$ cat src/rtl/keypad_scanner_pkg.sv
// Shared constants for the 4x4 keypad scanner: matrix geometry, FSM state
// encodings and the column priority helper.
package keypad_scanner_pkg;

    localparam int NUM_ROWS   = 4;
    localparam int NUM_COLS   = 4;
    localparam int ROW_W      = 2;
    localparam int COL_W      = 2;
    localparam int KEY_CODE_W = ROW_W + COL_W;

    localparam logic [1:0] ST_SCAN    = 2'd0;
    localparam logic [1:0] ST_CONFIRM = 2'd1;
    localparam logic [1:0] ST_HELD    = 2'd2;
    localparam logic [1:0] ST_RELEASE = 2'd3;

    // Lowest-index low column wins when several contacts close on one row.
    function automatic logic [COL_W-1:0] lowest_low(input logic [NUM_COLS-1:0] cols);
        logic [COL_W-1:0] idx;
        idx = '0;
        for (int i = NUM_COLS - 1; i >= 0; i--) begin
            if (!cols[i]) begin
                idx = COL_W'(i);
            end
        end
        return idx;
    endfunction

endpackage

$ cat src/rtl/keypad_scanner_sync_2ff.sv
// Two-flop synchronizer for asynchronous level inputs; resets to all ones so
// pulled-up lines read as idle.
module keypad_scanner_sync_2ff #(
    parameter int WIDTH = 4
) (
    input  logic             clk,
    input  logic             rst,
    input  logic [WIDTH-1:0] d,
    output logic [WIDTH-1:0] q
);

    logic [WIDTH-1:0] meta;

    always_ff @(posedge clk) begin
        if (rst) begin
            meta <= {WIDTH{1'b1}};
            q    <= {WIDTH{1'b1}};
        end else begin
            meta <= d;
            q    <= meta;
        end
    end

endmodule

$ cat src/rtl/keypad_scanner.sv
// Row-driving 4x4 keypad scanner: walks a low row across the matrix, debounces
// the first contact found and reports one key code per press.
module keypad_scanner
    import keypad_scanner_pkg::*;
#(
    parameter int          ROW_SETTLE      = 6,
    parameter logic [31:0] DEBOUNCE_PERIOD = 32'd120000
) (
    input  logic                  hwclk,
    input  logic                  rst,
    output logic [NUM_ROWS-1:0]   keypad_r,
    input  logic [NUM_COLS-1:0]   keypad_c_din,
    output logic [KEY_CODE_W-1:0] key_code,
    output logic                  key_valid,
    output logic                  key_held
);

    localparam int SETTLE_W = (ROW_SETTLE > 1) ? $clog2(ROW_SETTLE) : 1;
    localparam logic [SETTLE_W-1:0] SETTLE_LAST = SETTLE_W'(ROW_SETTLE - 1);
    localparam logic [31:0] DEBOUNCE_LAST = DEBOUNCE_PERIOD - 32'd1;

    logic [NUM_COLS-1:0] cs;
    logic [1:0]          state;
    logic [ROW_W-1:0]    row;
    logic [COL_W-1:0]    col;
    logic [SETTLE_W-1:0] settle_cnt;
    logic [31:0]         debounce_cnt;
    logic                col_low;

    keypad_scanner_sync_2ff #(
        .WIDTH(NUM_COLS)
    ) u_col_sync (
        .clk(hwclk),
        .rst(rst),
        .d  (keypad_c_din),
        .q  (cs)
    );

    // The latched row stays driven through CONFIRM/HELD/RELEASE, so the
    // tracked column is only meaningful against that same row.
    assign keypad_r = ~(NUM_ROWS'(1) << row);
    assign col_low  = ~cs[col];

    always_ff @(posedge hwclk) begin
        if (rst) begin
            state        <= ST_SCAN;
            row          <= '0;
            col          <= '0;
            settle_cnt   <= '0;
            debounce_cnt <= '0;
            key_code     <= '0;
            key_valid    <= 1'b0;
            key_held     <= 1'b0;
        end else begin
            key_valid <= 1'b0;
            case (state)
                ST_SCAN: begin
                    if (settle_cnt == SETTLE_LAST) begin
                        settle_cnt <= '0;
                        if (cs != {NUM_COLS{1'b1}}) begin
                            col          <= lowest_low(cs);
                            debounce_cnt <= '0;
                            state        <= ST_CONFIRM;
                        end else begin
                            row <= row + ROW_W'(1);
                        end
                    end else begin
                        settle_cnt <= settle_cnt + SETTLE_W'(1);
                    end
                end
                ST_CONFIRM: begin
                    if (!col_low) begin
                        row        <= row + ROW_W'(1);
                        settle_cnt <= '0;
                        state      <= ST_SCAN;
                    end else if (debounce_cnt == DEBOUNCE_LAST) begin
                        key_code  <= {row, col};
                        key_valid <= 1'b1;
                        key_held  <= 1'b1;
                        state     <= ST_HELD;
                    end else begin
                        debounce_cnt <= debounce_cnt + 32'd1;
                    end
                end
                ST_HELD: begin
                    if (!col_low) begin
                        debounce_cnt <= '0;
                        state        <= ST_RELEASE;
                    end
                end
                ST_RELEASE: begin
                    // Any low sample restarts the release window.
                    if (col_low) begin
                        debounce_cnt <= '0;
                    end else if (debounce_cnt == DEBOUNCE_LAST) begin
                        key_held   <= 1'b0;
                        row        <= '0;
                        settle_cnt <= '0;
                        state      <= ST_SCAN;
                    end else begin
                        debounce_cnt <= debounce_cnt + 32'd1;
                    end
                end
                default: begin
                    state <= ST_SCAN;
                end
            endcase
        end
    end

endmodule

$ cat config.mk
export PLATFORM = sky130hd
export DESIGN_NAME = keypad_scanner
export DESIGN_NICKNAME = d
export VERILOG_FILES = /design/src/rtl/keypad_scanner_pkg.sv /design/src/rtl/keypad_scanner_sync_2ff.sv /design/src/rtl/keypad_scanner.sv
export SDC_FILE = /design/constraint.sdc
export NUM_CORES = 1
export LEC_CHECK = 0
export BUFFER_PORTS_ARGS = -buffer_cell sky130_fd_sc_hd__buf_2
export CAP_MARGIN = 15
export CORE_MARGIN = 2
export CORE_UTILIZATION = 55
export DETAILED_ROUTE_END_ITERATION = 10
export GPL_ROUTABILITY_DRIVEN = 0
export MAX_ROUTING_LAYER = met4
export PLACE_DENSITY_LB_ADDON = 0.15
export RECOVER_POWER = 50
export SLEW_MARGIN = 20
export SYNTH_ARGS = -nofsm -noshare
export SYNTH_HDL_FRONTEND = slang
export SYNTH_HIERARCHICAL = 1
export SYNTH_SLANG_ARGS = --single-unit
$ cat constraint.sdc
create_clock -name hwclk -period 2.3 [get_ports hwclk]
set_input_delay 0 -clock hwclk [delete_from_list [all_inputs] [get_ports hwclk]]
set_output_delay 0 -clock hwclk [all_outputs]
set_load 0.1 [all_outputs]
==> results.cfg <==
[die]
num_rows = 26
ios = 16
initial_utilization = 0.572
dieWidth_um = 76.9
core_um2 = 5110
die_h_um = 76.9
die_area_um2 = 5910

[logic_synthesis]
yosys-top-cells-count = dfxtp_1, a21oi_1, nand2_1, or4_1
synth_edf_count = 0
synth_top_cell_by_area = dfxtp_1
yosys_warnings = 6
synthTopCellsByArea = dfxtp_1, a21oi_1, or4_1, o31ai_1, nand4_1
avgSynthCellArea_um2 = 8.28
synth-seq-cells = 55
synth_ff_type = dfxtp_1
synth_fp_nets = 364
ys_types = 56
yosysMostFrequentCell = dfxtp_1
synthArstFlopShare = 0
synth_top_area_frac = 0.377
ys_seq_area_frac = 0.377
syn-cell-area_um2 = 2920
syn_inst = 353

[critical_path]
arrival_ps = 2590
worst-path-buf-inv = 1
critPathMaxFanout = 13
cp.required_ps = 2560
crit_path_start_kind = flip-flop
cp_slowest_cell = or4b_4
critPathTopFamily = simple AND/OR/NAND/NOR gates
critical_path.cell_chain = mux2i_2 -> mux2_4 -> or4b_4 -> buf_12 -> or4_4 -> a21oi_2
cpPeakStageDelay_ps = 560
criticalPathCategory = flip-flop to flip-flop
cp-end-kind = flip-flop

[clock_network]
cts_tree = yes
clock_sinks = 55
clkTransAtPathRegs_ps = 100
clock-root-buffer = clkbuf_8
cts_buffers = 5
clk_path_buf_depth = 2
clk_latency_ps = 310
cts_htree_levels = 2

[detailed_routing]
post_drt_wl_per_cell_um = 15.0
drc = 0
viasPerCell = 6.03
ant_nets = 0
drt_iter0_drc = 189
firstDrtPassIters = 5
vias = 2864
routed_wl_um = 7110

[power_and_ir_drop]
p_per_area_nw_per_um2 = 452
ir_drop_mv = 0.430
p_leak_nw = 1.25
power_mw = 1.62

[layout]
final_net_count = 415
fin_cells = 475
final_cell_area_um2 = 3580
n_antenna_cell = 0
drive_above_1_share = 0.242
area_growth_pct = 22.5
finish.utilization = 0.701

[timing]
hold_slack_ps = 111
fin_crit_ps = 2330
finalSetupViolations = 7
finalClockSkew_ps = 8.37
worst_slack_ps = -31.7
hold_viol = 0
final.setup.tns_ps = -133
worstMarginPinSlew_ps = 1170
drv_slew = 0
post-route-period-util = 1.01
rsz0062_at_grt = yes
max_slew_margin = 0.223
timing.fmax_ghz = 0.429

[status]
violations = negative setup slack
outcome = finished, violations left

[placement]
dp_hpwl_um = 4920
place_ws_ps = -37.6
placed_area_um2 = 3310
port_buffers = 15
dp.cells = 459

[global_routing]
grt_pass1_wl_um = 12000
first_global_vias = 2549
grt_use_total = 0.255
grt_overflow = 0
grt_max_degree = 27
grt_antenna_before_repair = 0

[worst_hold_path]
hold_path_class = input pin to flip-flop

[flow_run]
drv_cap = 0
## logic make-up (layout without fill, tap and decap cells)
logic type	after synthesis	count (layout)	share of synthesized area
compound gates	95	95	0.208
flops	55	55	0.377
mux	8	8	0.0347
simple gates	147	147	0.297
buf+inv	42	94	0.0591
fa+ha+maj	6	6	0.0248
## placed cells by master, fill, tap and decap left out, types with 3 or more instances in the layout
cell / n
dfxtp_1: 52
buf_4: 45
a21oi_1: 33
nand2_1: 24
inv_1: 18
nand4_1: 18
o31ai_1: 16
nand3_1: 15
nor2_1: 13
or4_1: 13
o21ai_0: 11
or3_1: 9
buf_2: 9
nor3_1: 8
or2_1: 8
or4_4: 6
a21oi_2: 6
clkbuf_1: 6
nand3b_1: 5
and3_1: 5
a31o_2: 5
ha_1: 5
clkbuf_8: 5
mux2i_1: 4
dlygate4sd3_1: 4
nand2b_1: 3
nor4_1: 3
a31oi_1: 3
a211oi_1: 3
dfxtp_2: 3
## path summary, 6_finish.rpt
check,endpoint,depth (start not counted),slack (ps),from
worst max-delay path,debounce_cnt[15],6,-30,col[0]
worst max register to register,debounce_cnt[15],6,-30,col[0]
worst min-delay path,col[0],3,110,rst
worst min register to register,u_col_sync/q[3],1,410,u_col_sync/meta[3]
## worst register-to-register path, delay by kind of cell (launching register included)
kind	cells	cell delay (ps)
AOI/OAI and AO/OA	1	140
muxes	2	550
buffers and inverters	1	160
DFF	1	350
and+or+nand+nor	2	1070
## cell type report
cell class                 count  area, µm²
sequential                    55       1100
inverter                      19       71.3
tap                           70       87.6
timing repair buffer          67        505
multi-input combinational    256       1720
clock inverter                 3       18.8
fill                         430       1530
clock buffer                   5       68.8
## timing repair
item / CTS / global route
hold endpoints to repair: 4 / 0
pin swaps: 0 / 9
gates cloned: 0 / 1
gates resized for setup: 4 / 25
setup endpoints to repair: 8 / 26
hold buffers: 4 / 0
setup buffers: 0 / 3
## sequential cells by signal (all words and copies together) (netlist names), named ones only
name / cells
debounce_cnt: 32
key_code: 4
u_col_sync/meta: 4
u_col_sync/q: 4
settle_cnt: 3
col: 2
row: 2
key_held: 1
key_valid: 1
state: 1
## layer usage
metal	global-route usage	wire length, µm	part of all wire
met1	0.307	3110	0.44
met2	0.436	3630	0.51
met3	0.0388	280	0.039
met4	0.0836	88	0.012
met5	-	0	0
## power by group
group | switching, mW | internal (mW)
Clock | 0.327 | 0.215
Sequential | 0.00707 | 0.964
Combinational | 0.0616 | 0.0440
(Power assumes the default switching activity.)
